===== config.mk =====
export PLATFORM = sky130hd
export DESIGN_NAME = mem_wait_bridge
export DESIGN_NICKNAME = d
export VERILOG_FILES = /design/src/rtl/mem_wait_bridge_pkg.sv /design/src/rtl/mem_wait_bridge_counter.sv /design/src/rtl/mem_wait_bridge.sv
export SDC_FILE = /design/constraint.sdc
export NUM_CORES = 1
export LEC_CHECK = 0
export CAP_MARGIN = 25
export CELL_PAD_IN_SITES_DETAIL_PLACEMENT = 1
export CELL_PAD_IN_SITES_GLOBAL_PLACEMENT = 1
export CORE_MARGIN = 8
export CORE_UTILIZATION = 31
export CTS_BUF_LIST = sky130_fd_sc_hd__clkbuf_16
export CTS_CLUSTER_SIZE = 30
export DETAILED_ROUTE_END_ITERATION = 16
export PLACE_DENSITY_LB_ADDON = 0.08
export REMOVE_ABC_BUFFERS = 1
export SYNTH_ARGS = -nofsm -noshare
export SYNTH_HDL_FRONTEND = slang
export SYNTH_SLANG_ARGS = --single-unit

===== constraint.sdc =====
create_clock -name clock -period 6.2 [get_ports clock]
set_input_delay 1.86 -clock clock [delete_from_list [all_inputs] [get_ports clock]]
set_output_delay 1.86 -clock clock [all_outputs]
set_load 0.005 [all_outputs]

===== src/rtl/mem_wait_bridge_pkg.sv =====
// Shared types and helpers for the memory wait-state bridge.
package mem_wait_pkg;

    // Transaction phases of the bridge.
    typedef enum logic [1:0] {
        IDLE  = 2'd0,
        WAIT  = 2'd1,
        ISSUE = 2'd2,
        RESP  = 2'd3
    } mwb_state_t;

    // Read data returned to the bus when the SRAM never acknowledges.
    localparam logic [31:0] MWB_ERR_DATA = 32'hFFFF_FFFF;

    // Width of the shared down-counter: it must hold both the wait-state
    // reload and the timeout reload. At least one bit is always returned.
    function automatic int mwb_cnt_width(input int wait_cycles, input int timeout);
        int max_val;
        max_val = (wait_cycles > timeout) ? wait_cycles : timeout;
        return (max_val < 1) ? 1 : $clog2(max_val + 1);
    endfunction

endpackage


===== src/rtl/mem_wait_bridge_counter.sv =====
// Loadable down-counter with a zero flag. Load has priority over decrement,
// and the count saturates at zero instead of wrapping.
module mwb_down_counter #(
    parameter int WIDTH = 4
) (
    input  logic             clk_i,
    input  logic             srst_i,
    input  logic             load_i,
    input  logic [WIDTH-1:0] load_val_i,
    input  logic             dec_i,
    output logic             zero_o
);

    logic [WIDTH-1:0] count_q;

    // Count register: reload, decrement or hold.
    always_ff @(posedge clk_i) begin
        if (srst_i) begin
            count_q <= '0;
        end else if (load_i) begin
            count_q <= load_val_i;
        end else if (dec_i && (count_q != '0)) begin
            count_q <= count_q - WIDTH'(1);
        end
    end

    assign zero_o = (count_q == '0);

endmodule


===== src/rtl/mem_wait_bridge.sv =====
// Bridge from the single-cycle bus memory port to a req/ack SRAM port.
// Inserts WAIT_CYCLES fixed wait states, then holds sram_req until ack or
// until TIMEOUT cycles pass, stalling the bus for the whole transaction.
module mem_wait_bridge
    import mem_wait_pkg::*;
#(
    parameter int          WAIT_CYCLES = 2,
    parameter int          TIMEOUT     = 16,
    parameter logic [31:0] ERR_DATA    = MWB_ERR_DATA
) (
    input  logic        clock,
    input  logic        reset,
    input  logic        data_access,
    input  logic [31:0] addr_mem,
    input  logic [31:0] data_write_mem,
    input  logic [3:0]  data_we_mem,
    output logic [31:0] data_read_mem,
    output logic        stall,
    output logic        bus_error,
    output logic        sram_req,
    output logic [29:0] sram_addr,
    output logic [3:0]  sram_we,
    output logic [31:0] sram_wdata,
    input  logic [31:0] sram_rdata,
    input  logic        sram_ack
);

    localparam int            CW        = mwb_cnt_width(WAIT_CYCLES, TIMEOUT);
    localparam logic [CW-1:0] WAIT_LOAD = (WAIT_CYCLES > 0) ? CW'(WAIT_CYCLES - 1) : '0;
    localparam logic [CW-1:0] TO_LOAD   = CW'(TIMEOUT - 1);

    mwb_state_t    state_q, state_d;
    logic [29:0]   addr_q, addr_d;
    logic [31:0]   wdata_q, wdata_d;
    logic [3:0]    we_q, we_d;
    logic [31:0]   rdata_q, rdata_d;
    logic          err_q, err_d;

    logic          cnt_load;
    logic [CW-1:0] cnt_load_val;
    logic          cnt_dec;
    logic          cnt_zero;

    // Byte lanes travel on sram_we, so the low address bits are dropped.
    logic unused_addr_lsbs;
    assign unused_addr_lsbs = ^addr_mem[1:0];

    // One counter serves both the wait phase and the ack timeout.
    mwb_down_counter #(
        .WIDTH (CW)
    ) u_counter (
        .clk_i      (clock),
        .srst_i     (reset),
        .load_i     (cnt_load),
        .load_val_i (cnt_load_val),
        .dec_i      (cnt_dec),
        .zero_o     (cnt_zero)
    );

    // State and datapath registers.
    always_ff @(posedge clock) begin
        if (reset) begin
            state_q <= IDLE;
            addr_q  <= '0;
            wdata_q <= '0;
            we_q    <= '0;
            rdata_q <= '0;
            err_q   <= 1'b0;
        end else begin
            state_q <= state_d;
            addr_q  <= addr_d;
            wdata_q <= wdata_d;
            we_q    <= we_d;
            rdata_q <= rdata_d;
            err_q   <= err_d;
        end
    end

    // Next-state logic, request latching, counter control and read capture.
    always_comb begin
        state_d      = state_q;
        addr_d       = addr_q;
        wdata_d      = wdata_q;
        we_d         = we_q;
        rdata_d      = rdata_q;
        err_d        = err_q;
        cnt_load     = 1'b0;
        cnt_load_val = WAIT_LOAD;
        cnt_dec      = 1'b0;
        case (state_q)
            IDLE: begin
                if (data_access) begin
                    addr_d   = addr_mem[31:2];
                    wdata_d  = data_write_mem;
                    we_d     = data_we_mem;
                    cnt_load = 1'b1;
                    if (WAIT_CYCLES == 0) begin
                        state_d      = ISSUE;
                        cnt_load_val = TO_LOAD;
                    end else begin
                        state_d      = WAIT;
                        cnt_load_val = WAIT_LOAD;
                    end
                end
            end
            WAIT: begin
                if (cnt_zero) begin
                    state_d      = ISSUE;
                    cnt_load     = 1'b1;
                    cnt_load_val = TO_LOAD;
                end else begin
                    cnt_dec = 1'b1;
                end
            end
            ISSUE: begin
                if (sram_ack) begin
                    if (we_q == 4'b0000) begin
                        rdata_d = sram_rdata;
                    end
                    state_d = RESP;
                end else if (cnt_zero) begin
                    rdata_d = ERR_DATA;
                    err_d   = 1'b1;
                    state_d = RESP;
                end else begin
                    cnt_dec = 1'b1;
                end
            end
            RESP: begin
                err_d   = 1'b0;
                state_d = IDLE;
            end
            default: begin
                state_d = IDLE;
            end
        endcase
    end

    assign sram_req      = (state_q == ISSUE);
    assign sram_addr     = addr_q;
    assign sram_we       = we_q;
    assign sram_wdata    = wdata_q;
    assign data_read_mem = rdata_q;
    assign bus_error     = (state_q == RESP) && err_q;
    assign stall         = !reset && ((state_q == WAIT) || (state_q == ISSUE) ||
                                      ((state_q == IDLE) && data_access));

endmodule


==> results of run 1 <==
[worst min-delay path by stage]
stage	from	endpoint	cells after the start
after floorplan	u_counter.count_q[4]	u_counter.count_q[4]	2
after global placement	sram_wdata[29]	sram_wdata[29]	2
after detailed placement	sram_wdata[8]	sram_wdata[8]	2
after global routing	sram_addr[2]	sram_addr[2]	2
final	sram_wdata[8]	sram_wdata[8]	2
after CTS	sram_wdata[8]	sram_wdata[8]	2
[cell families after synthesis]
family / after synthesis
and+or+nand+nor: 159
AOI/OAI and AO/OA: 149
DFF: 106
buffers and inverters: 79
adders and majority gates: 5
[stage by stage]
stage                     area, µm²  setup slack [ns]  utilization, %  std cells
after floorplan                3950              1.04               -        455
after global placement         6230              1.13            47.3        839
after detailed placement       6230              1.15            47.3        839
after CTS                      6490              1.15            49.2        854
after global routing           6490              1.10            49.2        854
final                          6490              1.17            49.2        854
[worst max-delay path, cell delays in order]
cell and delay [ns]:
sky130_fd_sc_hd__clkdlybuf4s50_1 0.51, sky130_fd_sc_hd__and2_2 0.16, sky130_fd_sc_hd__nor2_1 0.05, sky130_fd_sc_hd__nor2_1 0.08
sky130_fd_sc_hd__clkdlybuf4s50_1 0.51
[sequential cells by signal, indices dropped and copies added, names as in the netlist]
| signal | cells |
|---|---|
| u_counter.count_q | 5 |
| sram_wdata | 32 |
| err_q | 1 |
| sram_we | 4 |
| sram_addr | 30 |
| state_q | 2 |
| data_read_mem | 32 |
[power breakdown]
part / switching (W) / internal [W]
registers: 0.0000836 / 0.000827
clock network: 0.000249 / 0.000264
logic: 0.000501 / 0.000461
total: 0.000833 / 0.00155
[final cells by class]
class	instances	area share [%]
Timing Repair Buffer	208	31.8
Clock buffer	9	3.47
Tap cell	176	3.39
Inverter	36	2.08
Clock inverter	6	0.424
Sequential cell	106	32.7
Multi-Input combinational cell	313	26.1
[placed cells by master, fill, tap and decap left out, types with 2 or more instances in the layout]
cell type / n
sky130_fd_sc_hd__a211oi_1: 2
sky130_fd_sc_hd__a21oi_1: 103
sky130_fd_sc_hd__a311oi_1: 24
sky130_fd_sc_hd__a311oi_2: 9
sky130_fd_sc_hd__a31oi_1: 2
sky130_fd_sc_hd__and2_1: 2
sky130_fd_sc_hd__buf_4: 7
sky130_fd_sc_hd__clkbuf_16: 9
sky130_fd_sc_hd__clkdlybuf4s50_1: 201
sky130_fd_sc_hd__clkinv_1: 2
sky130_fd_sc_hd__dfxtp_1: 106
sky130_fd_sc_hd__ha_1: 5
sky130_fd_sc_hd__inv_1: 38
sky130_fd_sc_hd__nand2_1: 136
sky130_fd_sc_hd__nand2b_1: 4
sky130_fd_sc_hd__nand3_1: 2
sky130_fd_sc_hd__nor2_1: 5
sky130_fd_sc_hd__nor4b_1: 2
sky130_fd_sc_hd__o21ai_0: 2
sky130_fd_sc_hd__or4b_1: 2
[per-layer routing]
| metal | track usage, % | part of all wire [%] | vias to the layer above |
|---|---|---|---|
| met5 | 0 | 0 | - |
| met4 | 5.74 | 1.3 | 0 |
| met3 | 6.17 | 8.0 | 11 |
| met2 | 26.5 | 46 | 133 |
| met1 | 19.5 | 44 | 1966 |
| li1 | - | - | 2022 |
==> results.txt, run 1 <==
The flow ran to the end, and the final reports show no timing, DRC or antenna violations. Dominant combinational cell family by area after synthesis: compound AO/OA/AOI/OAI gates. By area the synthesized netlist is led by sky130_fd_sc_hd__dfxtp_1, sky130_fd_sc_hd__a21oi_1, sky130_fd_sc_hd__nand2_1.

Summed over all nets, the half-perimeter wirelength after detailed placement is 10.5 mm. The proportion of synthesized flip-flops having asynchronous set or reset came out at 0%. The dominant cell by count in the synthesized netlist was sky130_fd_sc_hd__nand2_1. The startpoint identified for the worst register-to-register timing path is u_counter.count_q[0].

For the number of placement rows, the log shows 42. The number of hold buffers added after CTS was 0. Reg-to-reg critical path endpoint: data_read_mem[4]. Initial standard-cell utilization of the core: 31.7%. In this run the cell area of the synthesized design comes to 4180 µm².

CTS built an H-tree with a depth of 3. The slew at the pin closest to its max-slew limit is 0.966 ns. The analysis attributes to cell leakage a power of 2.37 nW.

The sum of internal, switching and leakage power is 0.00239 W. The placeable core region came out at 13200 µm². The count of final max-slew check failures was 0. Sequential elements use 50.7% of the synthesized area. The min-delay analysis places its worst path in the category flip-flop to flip-flop. During placement, the flow inserted port buffers numbering 202. In the synthesized netlist, mux cells make up 0% of the area. Setup repair after global routing left no endpoint under its margin. The number of buffers on the longest clock path came out at 2. Hold is met by 0.452 ns.

The warning count from the yosys run is 0, and the post-cts repair resize count is 0. After clock tree synthesis, the clock-pin slew on the worst setup and hold paths is 0.07 ns. The post-synthesis share of cell area spent on full adders, half adders and majority gates is 1.50%.

The count of nets left with antenna violations once routing finished came out at 0. Clock latency on the worst-skew pair, taken at its later pin, is 0.35 ns. The area growth from synthesis to layout is 55.1%. The startpoint of the worst setup timing path was data_access. Entering global routing, the biggest net connects 87 pins. The final count of negative-setup-slack endpoints was 0; the simple-gate share of the synthesized area was 15.7%. The post-CTS repair timing setup buffer count is 0, and the share of the cycle needed by the critical path after routing is 81.2%.

The critical path data arrival time came out at 3.17 ns. Remaining max-slew budget at the tightest pin: 35.6%. The flip-flop cell with the highest count after synthesis is sky130_fd_sc_hd__dfxtp_1.

The tool flagged a number of max-cap violations equal to 0. The slack of the worst reg-to-reg path was 3.26 ns; the total iterations of the first detailed-routing run was 4. The layout has 1554 filler cells. Die area: 17500 µm². Summed over all layers, the global routing overflow is 0.

In the final layout, the share of cells above drive strength 1 is 4.72%. In this run the worst path has a maximum fanout of 3. The tools report the final weighted congestion of routability-driven global placement as 0.729. STA classifies the critical path startpoint as a primary input.

For the worst flop-to-flop path, the logic depth is 7. Based on the critical path, the design can be clocked at up to 0.199 GHz. Summing the areas of all xor and xnor instances in the mapped netlist gives 0% of the synthesized area. On the final layout, the worst clock skew is 0.00950 ns.

For the worst setup path, the data required time is 4.34 ns. sky130_fd_sc_hd__dfxtp_1 takes more of the synthesized area than any other cell. VDD sags by at most 0.000226 V.

The final layout contains routed wiring with a total length of 14.8 mm. Across every metal layer, demand over resource in global routing totals 16.4%. The via count of the first global-routing pass is 4242, and the initial antenna violation count is 0. The final-report hold violation count is 0. Clock tree synthesis found a total of 106 sinks. Subtracting the final worst setup slack from the clock period gives 5.03 ns. In the synthesized netlist, the cells that appear most often are sky130_fd_sc_hd__nand2_1, sky130_fd_sc_hd__dfxtp_1, sky130_fd_sc_hd__a21oi_1, sky130_fd_sc_hd__inv_1, sky130_fd_sc_hd__clkbuf_1. The die is 132 µm tall. The multi-input combinational cells in the finished layout cover a total of 1690 µm². Kind of critical path: primary input to output port. After synthesis, the largest area contributor takes up 50.7% of total cell area. The number of instances in the synthesized netlist is 498.

Across the whole layout, storage elements account for 2120 µm². The wire length of the first global-routing pass came out at 23.2 mm. The tree is rooted in a sky130_fd_sc_hd__clkbuf_16. The most critical setup path has its endpoint at stall. After detailed routing, the average wire length per cell comes to 17.3 µm. Using the TritonRoute via totals, the vias-per-cell ratio works out to 4.84.

The logs give 205 for the top-level port count and 32 for the unique cell type count in the Yosys netlist. Counting flops and latches in the post-synthesis netlist gives 106. The number of design-rule violations left by the first detailed-router iteration is 216, and the die width is 132 µm. In this run the power density over the cells is 368 nW/µm².

For the residual DRC count, the log shows 0. STA classifies the critical path endpoint as an output port. The synthesized netlist devotes 23.2% of its cell area to compound gates.

TritonCTS built the clock tree. The number of flops mapped to enable cells by yosys was 0; the average footprint of a synthesized cell was 8.40 µm². 0 antenna diodes ended up in the layout. The accumulated negative setup slack is 0 ns.

The logs give 783 for the number of nets in the layout and 4132 for the routed via count. Clock tree synthesis inserted a total of 9 buffers.
No activity file was read; power rests on OpenSTA's default activity.
==> run 2: changes to the inputs <==
Settings changed: CORE_UTILIZATION 31 to 28.
Clock period 6.2 ns to 5 ns, I/O delays scaled along.
==> run 2 against run 1 <==
First-iteration DRC count fell by 20%. Via count fell by 1.5%. Cell count grew 0.94%. Critical path type unchanged. Highest routed layer unchanged.
==> results.txt, run 2 (synthesis gave the netlist of run 1 again) <==
The run finished with clean final reports. The post-CTS repair timing setup buffer count was 0 (unchanged). Wire length of the first global-routing pass: 23.7 mm (+2.5%). The logs give 172 (-20%) for the number of design-rule violations left by the first detailed-router iteration and 15.2% (-1.2 points) for the global routing usage summed across all routing layers. The worst hold path belongs to the class flip-flop to flip-flop. Fraction of layout instances using a drive strength above 1: 5.01% (+0.29 points). The initial standard-cell utilization of the core is 28.7% (-3.0 points). The maximum vdd drop came out at 0.000201 V (-11%). The number of antenna-violating nets in the routed design came out at 0 (unchanged).

The number of clock sinks came out at 106 (unchanged). The post-detailed-placement half-perimeter wirelength is 10.4 mm (-0.18%), and the leakage power summed over all cells is 2.38 nW (+0.51%). The remaining max-slew budget at the tightest pin was 39.6% (+4.0 points). Leaving out fill and tap cells, the most frequent cell in the layout is sky130_fd_sc_hd__clkdlybuf4s50_1. The final weighted congestion of routability-driven global placement was 0.714 (-2.0%). Maximum number of pins on one net before global-route repair: 78 (-10%). In this run the clock root is driven by a sky130_fd_sc_hd__clkbuf_16. The tools report the initial antenna violation count as 0 (unchanged). For this run, the top clock speed supported by timing is 0.231 GHz. The worst-case clock skew is 0.00677 ns (-0.00273 ns), and the required arrival time at the worst endpoint is 3.50 ns (-0.84 ns).

The number of buffers on the longest clock path is 2 (unchanged), and the total wire length is 14.8 mm (+0.40%). The via count of the first global-routing pass is 4253 (+0.26%). The worst setup path is of the primary input to output port kind. The final routed wire length divided by cell count was 17.2 µm (-0.53%); the number of H-tree levels was 3 (unchanged). The run gives 0 (unchanged) as the total congestion overflow. Dividing the final minimum period by the clock period gives 86.6%. Setup repair after global routing left no endpoint under its margin. The count of final max-slew check failures is 0 (unchanged).

The number of port buffers came out at 202 (unchanged). The number of CTS-inserted buffers is 9 (unchanged), and the clock latency on the worst-skew pair is 0.34 ns (about the same). The library cells used most frequently in the layout, excluding fill and tap cells, are sky130_fd_sc_hd__clkdlybuf4s50_1, sky130_fd_sc_hd__nand2_1, sky130_fd_sc_hd__dfxtp_1.

The die area is 19100 µm² (+9.4%). For the fill cell instance count of the final layout, the log shows 1687 (+8.6%). The worst setup path is captured at an output port. The shortest period the worst path allows is 4.33 ns. The vias per cell was 4.72 (-2.4%); the die width was 138 µm (+4.6%). The number of buffers added to fix hold violations after cts was 0 (unchanged).

The area growth from synthesis to layout is 56.0%, and the final count of negative-setup-slack endpoints is 0 (unchanged). For the top-level port count, the log shows 205 (unchanged). The slew at the pin closest to its max-slew limit came out at 0.906 ns (-0.0602 ns). The run gives 44 (+4.8%) as the number of placement rows. TritonCTS built the clock tree. The worst hold slack after final layout is 0.454 ns (+0.00124 ns). The worst setup path is launched from a primary input. The number of max-cap violations was 0 (unchanged). Number of nets in the layout: 784 (+0.13%). The y dimension of the die is 138 µm (+4.6%).

The placeable core region was 14600 µm² (+11%). The critical path data arrival time was 2.83 ns (-0.34 ns); the accumulated negative setup slack was 0 ns (unchanged). The post-cts repair resize count is 0 (unchanged), and the clock-pin slew on the worst setup and hold paths is 0.07 ns (about the same). The routed via count was 4070 (-1.5%). The power density normalized to cell area was 462 nW/µm² (+26%); the antenna diode count was 0 (unchanged).

The total iterations of the first detailed-routing run came out at 4 (unchanged). The biggest fanout along the worst timing path is 3 (unchanged), and the final-report hold violation count is 0 (unchanged). The tools report the residual DRC count as 0 (unchanged).
-- run 2: cell types whose count changed in the layout (fill, tap and decap cells not counted), sizes merged --
| cell | before | now |
|---|---|---|
| buf | 7 | 8 |
| bufinv | 0 | 1 |
| clkinv | 3 | 4 |
| clkinvlp | 1 | 0 |
| inv | 38 | 36 |
-- run 2: layout make-up --
class | count | area [µm²] | area share, %
clock buffers | 9 | 225 | 3.45
clock inverters | 5 | 47.5 | 0.729
inverters | 36 | 135 | 2.07
multi-input cells | 313 | 1690 | 25.9
flip-flops and latches | 106 | 2120 | 32.5
well taps | 184 | 230 | 3.53
repair buffers | 209 | 2070 | 31.8
-- run 2: through the flow --
step / cell area, µm² / cells / worst slack (ns) / utilization [%] / power, W
2_1_floorplan: 3950 / 455 / 0.555 / - / 0.00170
3_3_place_gp: 6250 / 848 / 0.680 / 42.9 / 0.00233
3_5_place_dp: 6250 / 848 / 0.667 / 42.9 / 0.00237
4_1_cts: 6530 / 862 / 0.658 / 44.7 / 0.00307
5_1_grt: 6530 / 862 / 0.619 / 44.7 / 0.00322
6_report: 6530 / 862 / 0.668 / 44.7 / 0.00301
-- run 2: layer usage --
layer	global-route usage (%)	routed length (µm)
met2	23.6	6570
met1	18.3	6780
met5	0	0
met3	6.58	1300
met4	5.15	194
-- run 2: power breakdown --
part           switching, W  leakage, nW  internal (W)
clock              0.000308        0.136      0.000378
sequential         0.000105        0.866       0.00103
combinational      0.000618         1.38      0.000577
total               0.00103         2.38       0.00198
-- run 2: path summary, 6_finish.rpt --
| check | startpoint | endpoint | slack (ns) | cells after the start |
|---|---|---|---|---|
| min | sram_addr[8] | sram_addr[8] | 0.45 | 2 |
| max reg2reg | u_counter.count_q[0] | data_read_mem[12] | 2.38 | 8 |
| min reg2reg | sram_addr[8] | sram_addr[8] | 0.45 | 2 |
| max | data_access | stall | 0.67 | 5 |
-- run 2: worst max-delay path, stage by stage --
cell and delay, ns:
sky130_fd_sc_hd__clkdlybuf4s50_1 0.52, sky130_fd_sc_hd__and2_2 0.17, sky130_fd_sc_hd__nor2_1 0.05, sky130_fd_sc_hd__nor2_1 0.08, sky130_fd_sc_hd__clkdlybuf4s50_1 0.51
==> run 3: changes to the inputs <==
Settings changed: CAP_MARGIN 25 to 10, SLEW_MARGIN set to 10.
==> results of run 3 <==
The final DEF is identical to that of run 2; final timing and power are the same.
